===== config.mk =====
export PLATFORM = sky130hd
export DESIGN_NAME = ws2811_serializer
export DESIGN_NICKNAME = d
export VERILOG_FILES = /design/src/rtl/ws2811_pkg.sv /design/src/rtl/ws2811_serializer.sv
export SDC_FILE = /design/constraint.sdc
export NUM_CORES = 1
export LEC_CHECK = 0
export CAP_MARGIN = 25
export CORE_MARGIN = 3
export CORE_UTILIZATION = 61
export CTS_CLUSTER_DIAMETER = 40
export DETAILED_ROUTE_END_ITERATION = 16
export GPL_ROUTABILITY_DRIVEN = 0
export GPL_TIMING_DRIVEN = 0
export PLACE_DENSITY_LB_ADDON = 0.1
export RECOVER_POWER = 25
export SETUP_SLACK_MARGIN = 0.05
export SLEW_MARGIN = 0
export SYNTH_ARGS = -nofsm -noshare
export SYNTH_HDL_FRONTEND = slang
export SYNTH_SLANG_ARGS = --single-unit

===== constraint.sdc =====
create_clock -name io_mainClk -period 5.39 [get_ports io_mainClk]
set_input_delay 1.3475 -clock io_mainClk [delete_from_list [all_inputs] [get_ports io_mainClk]]
set_output_delay 1.3475 -clock io_mainClk [all_outputs]
set_load 0.005 [all_outputs]

===== src/rtl/ws2811_pkg.sv =====
// Shared types and default timing for the WS2811/WS2812B strip serializer.
// Default timing assumes a 50 MHz main clock.
package ws2811_pkg;

    localparam int PIXEL_W          = 24;
    localparam int DEF_T0H          = 20;
    localparam int DEF_T1H          = 40;
    localparam int DEF_TBIT         = 63;
    localparam int DEF_RESET_CYCLES = 3000;

    typedef enum logic [1:0] {
        IDLE,
        HIGH,
        LOW,
        LATCH
    } state_e;

endpackage


===== src/rtl/ws2811_serializer.sv =====
// Serializes 24-bit GRB pixels onto the single-wire WS2811 data line, with a
// one-entry holding buffer so consecutive pixels stream without a gap.
module ws2811_serializer
    import ws2811_pkg::*;
#(
    parameter int T0H          = DEF_T0H,
    parameter int T1H          = DEF_T1H,
    parameter int TBIT         = DEF_TBIT,
    parameter int RESET_CYCLES = DEF_RESET_CYCLES
) (
    input  logic               io_mainClk,
    input  logic               io_asyncReset_n,
    input  logic               io_pixel_valid,
    output logic               io_pixel_ready,
    input  logic [PIXEL_W-1:0] io_pixel_data,
    input  logic               io_pixel_last,
    output logic               io_ws2811_dout,
    output logic               io_busy,
    output logic               io_underrun
);

    localparam int CNT_MAX = (TBIT > RESET_CYCLES) ? TBIT : RESET_CYCLES;
    localparam int CW      = $clog2(CNT_MAX + 1);

    // Counter values on the last cycle of each phase.
    localparam logic [CW-1:0] T0H_END  = CW'(T0H - 1);
    localparam logic [CW-1:0] T1H_END  = CW'(T1H - 1);
    localparam logic [CW-1:0] TBIT_END = CW'(TBIT - 1);
    localparam logic [CW-1:0] RST_END  = CW'(RESET_CYCLES - 1);

    state_e             state_q, state_d;
    logic [PIXEL_W-1:0] shift_q, shift_d;
    logic [PIXEL_W-1:0] hold_data_q, hold_data_d;
    logic               hold_valid_q, hold_valid_d;
    logic               hold_last_q, hold_last_d;
    logic               cur_last_q, cur_last_d;
    logic [4:0]         bit_idx_q, bit_idx_d;
    logic [CW-1:0]      cnt_q, cnt_d;
    logic               dout_q, dout_d;
    logic               underrun_q, underrun_d;
    logic               load;
    logic               accept;
    logic [CW-1:0]      th_end;

    assign accept = io_pixel_valid && !hold_valid_q;
    assign th_end = shift_q[PIXEL_W-1] ? T1H_END : T0H_END;

    always_comb begin
        state_d      = state_q;
        shift_d      = shift_q;
        bit_idx_d    = bit_idx_q;
        cnt_d        = cnt_q;
        cur_last_d   = cur_last_q;
        underrun_d   = 1'b0;
        load         = 1'b0;
        hold_valid_d = hold_valid_q;
        hold_data_d  = hold_data_q;
        hold_last_d  = hold_last_q;

        case (state_q)
            IDLE: begin
                if (hold_valid_q) load = 1'b1;
            end
            HIGH: begin
                cnt_d = cnt_q + CW'(1);
                if (cnt_q == th_end) state_d = LOW;
            end
            LOW: begin
                if (cnt_q != TBIT_END) begin
                    cnt_d = cnt_q + CW'(1);
                end else if (bit_idx_q != 5'd0) begin
                    shift_d   = shift_q << 1;
                    bit_idx_d = bit_idx_q - 5'd1;
                    cnt_d     = '0;
                    state_d   = HIGH;
                end else if (cur_last_q) begin
                    cnt_d   = '0;
                    state_d = LATCH;
                end else if (hold_valid_q) begin
                    load = 1'b1;
                end else begin
                    // Strip starved mid-frame; it may latch early.
                    cnt_d      = '0;
                    underrun_d = 1'b1;
                    state_d    = IDLE;
                end
            end
            LATCH: begin
                if (cnt_q == RST_END) begin
                    cnt_d   = '0;
                    state_d = IDLE;
                end else begin
                    cnt_d = cnt_q + CW'(1);
                end
            end
            default: state_d = IDLE;
        endcase

        if (load) begin
            shift_d      = hold_data_q;
            cur_last_d   = hold_last_q;
            bit_idx_d    = 5'(PIXEL_W - 1);
            cnt_d        = '0;
            state_d      = HIGH;
            hold_valid_d = 1'b0;
        end

        // load needs a full buffer and accept an empty one, so they never collide.
        if (accept) begin
            hold_valid_d = 1'b1;
            hold_data_d  = io_pixel_data;
            hold_last_d  = io_pixel_last;
        end

        dout_d = (state_q == HIGH);
    end

    always_ff @(posedge io_mainClk or negedge io_asyncReset_n) begin
        if (!io_asyncReset_n) begin
            state_q      <= IDLE;
            shift_q      <= '0;
            hold_data_q  <= '0;
            hold_valid_q <= 1'b0;
            hold_last_q  <= 1'b0;
            cur_last_q   <= 1'b0;
            bit_idx_q    <= '0;
            cnt_q        <= '0;
            dout_q       <= 1'b0;
            underrun_q   <= 1'b0;
        end else begin
            state_q      <= state_d;
            shift_q      <= shift_d;
            hold_data_q  <= hold_data_d;
            hold_valid_q <= hold_valid_d;
            hold_last_q  <= hold_last_d;
            cur_last_q   <= cur_last_d;
            bit_idx_q    <= bit_idx_d;
            cnt_q        <= cnt_d;
            dout_q       <= dout_d;
            underrun_q   <= underrun_d;
        end
    end

    assign io_pixel_ready = !hold_valid_q;
    assign io_busy        = (state_q != IDLE) || hold_valid_q;
    assign io_ws2811_dout = dout_q;
    assign io_underrun    = underrun_q;

endmodule


# Word level (Yosys, flattened, before mapping)
# Cells that the tools add are included.
# totals
word_cells	73
output_inout_bits	4
register_bits	72
# op_classes
n_eq_ne	12
mux	36
add_sub_neg	2
n_reduce_logical	13
# op_table
operator	count
$mux 24	4
$mux 12	6
$pmux 12 s3	1
$mux 5	4
$mux 2	7
$add 12x1->12 const B	1
$eq 12x12->1 const B	1
$eq 12x6->1	1
$ne 12x6->1 const B	1
$mux 1	11
$reduce_bool 2->1	4
$mux 6	1
$ne 3x3->1 const B	2
$ne 6x6->1 const B	1
$pmux 2 s3	1
$ne 5x5->1 const B	1
$reduce_and 5->1	1
$reduce_bool 5->1	1
$sub 5x1->5 const B	1
$eq 2x2->1 const B	2
$reduce_bool 4->1	1
$ne 3x1->1 const B	1
$reduce_and 3->1	1
$eq 2x1->1 const B	1
other kinds (7)	7

# Longest topological paths before layout
# Gate-level depths: netlist of run 1.
# depth
depth_word	7
depth_mapped	8
mapped_depth_nobuf	7

# Least setup slack after synthesis of run 1
# OpenSTA, ideal clock, no wires.
# synth_path
path_type	in2reg
startpoint	input port io_pixel_valid
endpoint	register hold_data_q[11]
n_path_buf	2
setup_ns	0.125
arrival_time_ns	2.320
path_stages	4
path_slack_ns	2.945
cell_sequence	nor2b_1 > clkbuf_1 > clkbuf_1 > mux2_2
# synth_via
elab_chain_cells	1
# synth_lines
item	line	text
start: declaration	ws2811_serializer.sv:13	input logic io_pixel_valid,
$logic_and 1x1->1	ws2811_serializer.sv:45	assign accept = io_pixel_valid && !hold_valid_q;
end signal: assignment	ws2811_serializer.sv:133	hold_data_q <= hold_data_d;
end: declaration	ws2811_serializer.sv:33	logic [PIXEL_W-1:0] hold_data_q, hold_data_d;
# No other way between the ends.
# A chain may end at the register's enable or synchronous reset.

# Worst setup path after layout of run 1
# layout_path
startpoint	register state_q[0]
endpoint	output port io_busy
# layout_via
elab_chain_cells	2
# layout_lines
item	line	text
start: declaration	ws2811_serializer.sv:31	state_e state_q, state_d;
start signal: assignment	ws2811_serializer.sv:131	state_q <= state_d;
$reduce_bool 2->1	ws2811_serializer.sv:145	assign io_busy = (state_q != IDLE) || hold_valid_q;
$logic_or 1x1->1	ws2811_serializer.sv:145	
end: declaration	ws2811_serializer.sv:18	output logic io_busy,
# No other way between the ends.

==> metrics.yaml, run 1 <==
outcome:
  status: "complete, no violations"
logic_synthesis:
  ys_seq_elements: 72
  synthDistinctLibCells: 50
  syn_nets: 330
  netlist_area_um2: 3330
  ys_async_sr_fraction_pct: 100
  synth_warnings: 0
  yosysSeqAreaShare_pct: 54.2
  yosys_most_used_dff: "dfrtp_1"
  syn_area_per_cell_um2: 11.2
  synth_edf_count: 0
  syn_inst: 298
floorplan:
  ioPinCount: 32
  die_y_um: 79.8
  die_w_um: 79.8
  coreArea_um2: 5200
  floorplan.rows: 26
  die-area_um2: 6370
  start_util_pct: 63.9
timing:
  finalSetupViolCount: 0
  grt_setup_unrepaired: "false"
  worst_pin_slew_ns: 0.898
  relSlewSlack_pct: 40.2
  fin_crit_sh_pct: 59.1
  slew_violations: 0
  tns_ns: 0
  holdWs_ns: 0.509
  hold_viol_final: 0
  skew_ns: 0.0106
  fmax_mhz: 314
  fin_crit_ns: 3.19
pwr:
  power.leakage_nw: 1.76
  cellPowerDensity_nw_per_um2: 495
  vdd_ir_drop_max_mv: 0.327
global_routing:
  grt_first_pass_wirelength_um: 10800
  grt_max_degree: 73
  grt_pass1_vias: 2334
  grt_antenna_before_repair: 0
  overflow: 0
  grt_util_all_layers_pct: 22.6
place:
  io_buffers: 31
  dpl.hpwl_um: 4260
routing:
  drc: 0
  post_drt_via_cell_ratio: 5.68
  wl_per_cell_um: 15.1
  detailedRoute.firstIterationViolations: 109
  first_pass_iters: 4
  routed_wirelength_um: 6260
  drt.antenna.violating_nets: 0
  num_vias: 2357
clock_network:
  cts_tree: "done"
  clk_pin_slew_ns: 0.08
  ctsHoldBuffers: 0
  clk-insertion-delay-late_ns: 0.35
  clockRootBuffer: "clkbuf_8"
  cts_htree_levels: 3
  cts_buffers: 9
  cts.repair.resized: 0
  cts.sinks: 72
  cts_buffer_depth: 2
  postCtsSetupBuffers: 0
worst_setup_path:
  path_class: "register to primary output"
  crit_fanout: 9
  cp_data_required_time_ns: 4.04
  cp.arrival_ns: 1.84
  critPathLaunchType: "register"
  worst_setup_path_end_kind: "primary output"
layout:
  layout_commonest_cell: "dfrtp_1"
  final_nets: 372
  drive_above_1_share_pct: 16.2
  area_growth_syn_to_layout_pct: 17.6
  filler_cell_count: 372
  layout_common_cells: "dfrtp_1 (72), inv_1 (33), clkdlybuf4s50_1 (30)"
  diodes: 0
job:
  cap_violations: 0
hold_path:
  hold_class: "register to register"
-- critical path, stage by stage (launching register included) --
cell	delay (ns)
dfrtp_1	0.36
clkbuf_1	0.19
nor3_2	0.36
inv_1	0.11
clkdlybuf4s50_1	0.46
-- path summary, 6_finish.rpt --
path	from	end	slack, ns	cells after the start
worst min register to register	hold_data_q[11]	hold_data_q[11]	0.51	1
min in group asynchronous	io_asyncReset_n	cnt_q[10]	1.10	1
max in group asynchronous	io_asyncReset_n	hold_data_q[2]	3.69	1
worst max-delay path	state_q[0]	io_busy	2.20	4
worst max register to register	cnt_q[0]	cur_last_q	3.07	7
worst min-delay path	hold_data_q[11]	hold_data_q[11]	0.51	1
-- synthesized netlist by cell type, types with 2 or more instances --
library cell,number,area (um2)
dfrtp_1,72,1800
inv_1,33,124
clkbuf_1,5,18.8
xor2_1,7,61.3
nor3_1,5,25.0
o211ai_1,2,15.0
nor2b_1,3,18.8
nor2_1,13,48.8
o21ai_1,16,80.1
a22oi_1,18,135
nand4_1,4,25.0
and4_1,2,17.5
buf_2,5,25.0
o21ai_0,14,70.1
a222oi_1,3,30.0
or3_1,5,31.3
xnor2_1,6,52.6
nor4b_1,2,17.5
buf_4,2,15.0
buf_6,4,45.0
nand2b_1,3,18.8
mux2_2,19,214
a21oi_1,4,20.0
ha_1,4,50.1
nand2_1,18,67.6
or4b_1,2,20.0
nand3_1,3,15.0
a221o_1,2,20.0
-- where the power goes --
| part | switching [mW] | internal, mW |
|---|---|---|
| combinational | 0.327 | 0.315 |
| clock | 0.212 | 0.216 |
| sequential | 0.110 | 0.755 |
-- logic make-up (layout without fill, tap and decap cells) --
kind of cell,after synthesis,count (layout),synth area share [%]
simple gates,71,71,13.1
mux,19,19,6.43
fa+ha+maj,4,4,1.50
compound gates,70,70,14.6
xor+xnor,13,13,3.42
flops,72,72,54.2
buf+inv,49,96,6.85
-- layer usage --
layer  track usage (%)  routed length [um]  up-vias
met4              10.1                 136        0
met1              28.0                2820     1171
met5                 0                   0        -
li1                  -                   -     1129
met3              6.55                 215       12
met2              36.6                3090       45
-- layout make-up --
type	instances	area, um2	share of cell area [%]
clock buffer	10	128	3.26
buffer	16	104	2.66
inverter	33	124	3.17
multi-input combinational	177	1290	33.0
sequential	72	1800	46.1
timing repair buffer	31	308	7.87
tap	70	87.6	2.24
clock inverter	6	67.6	1.73
-- through the flow --
step	instances	power (mW)	instance area (um2)	setup slack, ns	util [%]
4_1_cts	415	1.96	3920	2.17	75.2
3_3_place_gp	399	1.49	3720	0.585	71.5
6_report	415	1.93	3910	2.20	75.1
3_5_place_dp	399	1.52	3720	2.13	71.5
2_1_floorplan	298	1.34	3330	2.94	-
5_1_grt	415	2.08	3910	2.03	75.1
-- registers in the layout, summed over array words and instances (netlist names) --
signal,cells
cnt_q,12
bit_idx_q,5
shift_q,24
state_q,2
hold_valid_q,1
hold_last_q,1
io_ws2811_dout,1
hold_data_q,24
cur_last_q,1
io_underrun,1
Power figures use the tool's default switching activity.
==> run 2: changes to the inputs <==
- CORE_UTILIZATION: 61 -> 51
- clock period: 5.39 -> 2.9 ns (I/O delays scaled with it)
==> metrics.yaml, run 2 (synthesis gave the netlist of run 1 again) <==
clock_network:
  clk_pin_slew_ns: 0.07
  clockRootBuffer: "clkbuf_8"
  cts_tree: "done"
  postCtsSetupBuffers: 0
  cts.sinks: 72
  cts_buffers: 9
  cts_buffer_depth: 2
  cts.repair.resized: 0
  ctsHoldBuffers: 0
  clk-insertion-delay-late_ns: 0.34
  cts_htree_levels: 3
timing:
  slew_violations: 73
  hold_viol_final: 0
  fin_crit_sh_pct: 87.6
  fin_crit_ns: 2.54
  skew_ns: 0.00811
  worst_pin_slew_ns: 1.73
  finalSetupViolCount: 0
  relSlewSlack_pct: -15.6
  grt_setup_unrepaired: "false"
  fmax_mhz: 393
outcome:
  violations: "capacitance limit, slew limit"
  status: "complete, but fails checks"
global_routing:
  grt_antenna_before_repair: 0
  grt_max_degree: 73
  grt_util_all_layers_pct: 18.2
  grt_pass1_vias: 2237
  overflow: 0
  grt_first_pass_wirelength_um: 10700
layout:
  fin_area_um2: 3910
  drive_above_1_share_pct: 16.0
  area_growth_syn_to_layout_pct: 17.6
  layout_commonest_cell: "dfrtp_1"
  final_nets: 372
  layout_common_cells: "dfrtp_1 (72), inv_1 (33), clkdlybuf4s50_1 (30)"
  final_cells: 419
  reg.largest.list: "hold_data_q (24), shift_q (24), cnt_q (12)"
  diodes: 0
floorplan:
  ioPinCount: 32
  coreArea_um2: 6130
  die_w_um: 86.8
  die-area_um2: 7530
  start_util_pct: 54.2
  die_y_um: 86.8
  floorplan.rows: 28
job:
  cap_violations: 1
routing:
  drt.antenna.violating_nets: 0
  first_pass_iters: 4
  wl_per_cell_um: 14.6
  drc: 0
  routed_wirelength_um: 6120
  num_vias: 2272
  post_drt_via_cell_ratio: 5.42
  detailedRoute.firstIterationViolations: 110
hold_path:
  hp-start: "cur_last_q"
  hold_class: "register to register"
worst_setup_path:
  cp_data_required_time_ns: 2.17
  worst_setup_path_end_kind: "primary output"
  crit_fanout: 9
  path_class: "register to primary output"
  cp.arrival_ns: 1.82
  rr_startpoint: "bit_idx_q[0]"
  startpoint: "state_q[0]"
  critPathLaunchType: "register"
pwr:
  power.leakage_nw: 1.76
  p_seq_share_pct: 45.2
  p_sw_share_pct: 32.1
  vdd_ir_drop_max_mv: 0.490
  cellPowerDensity_nw_per_um2: 906
  power_frac_clock_pct: 21.7
  intPower_mw: 2.41
  p_comb_share_pct: 33.1
  p_sw_mw: 1.14
place:
  dpl_cell_area_um2: 3730
  dpl.hpwl_um: 4160
  io_buffers: 31
  dp.cells: 404
==> run 2: cell types whose count changed in the layout (fill, tap and decap cells not counted), sizes merged <==
cell	before	now
inv	35	33
clkbuf	15	18
clkinvlp	2	1
buf	12	11
==> run 2: layout make-up <==
cell class	count	area, um2
clock inverters	3	42.5
flip-flops and latches	72	1800
fillers	529	2220
plain buffers	16	104
multi-input cells	177	1300
repair buffers	31	305
well taps	75	93.8
clock buffers	12	145
inverters	33	124
==> run 2: metrics by stage <==
stage	setup slack [ns]	power, mW	setup TNS [ns]	utilization (%)	hold slack, ns
5_1_grt	0.280	3.84	0	63.8	0.521
6_report	0.359	3.55	0	63.8	0.498
3_5_place_dp	0.271	2.82	0	60.8	0.491
4_1_cts	0.332	3.60	0	63.9	0.510
2_1_floorplan	1.01	2.49	0	-	0.429
3_3_place_gp	-1.33	2.77	-95.36	60.8	0.482
==> run 2: critical path: stages, from the launching register on <==
cell and delay (ns):
dfrtp_1 0.37, clkbuf_1 0.19, nor3_2 0.35, inv_1 0.11
clkdlybuf4s50_1 0.46
==> run 2: metal layers <==
metal	global-route usage (%)	vias up	wire length (um)
met5	0	-	0
met4	9.07	0	112
met3	3.23	9	262
met2	28.7	54	2940
met1	24.2	1086	2810
li1	-	1123	-
==> run 2: path summary, 6_finish.rpt <==
check                                  to  slack [ns]  depth (start not counted)
max in group asynchronous  hold_data_q[1]        1.02                          1
max                               io_busy        0.36                          4
max reg2reg                    cur_last_q        0.63                          6
min                           io_underrun        0.50                          1
min reg2reg                   io_underrun        0.50                          1
min in group asynchronous       cnt_q[10]        0.83                          1
==> run 2: power groups by stage <==
stage	registers, mW	clock network (mW)	logic (mW)
after detailed placement	1.62	0	1.19
after floorplan	1.57	0	0.923
after global routing	1.66	0.839	1.34
final	1.60	0.769	1.17
after global placement	1.61	0	1.16
after CTS	1.61	0.796	1.20
==> run 3: changes to the inputs <==
- GPL_ROUTABILITY_DRIVEN: 0 -> 1
==> results of run 3 <==
No change in the layout: final DEF, timing and power equal those of run 2.
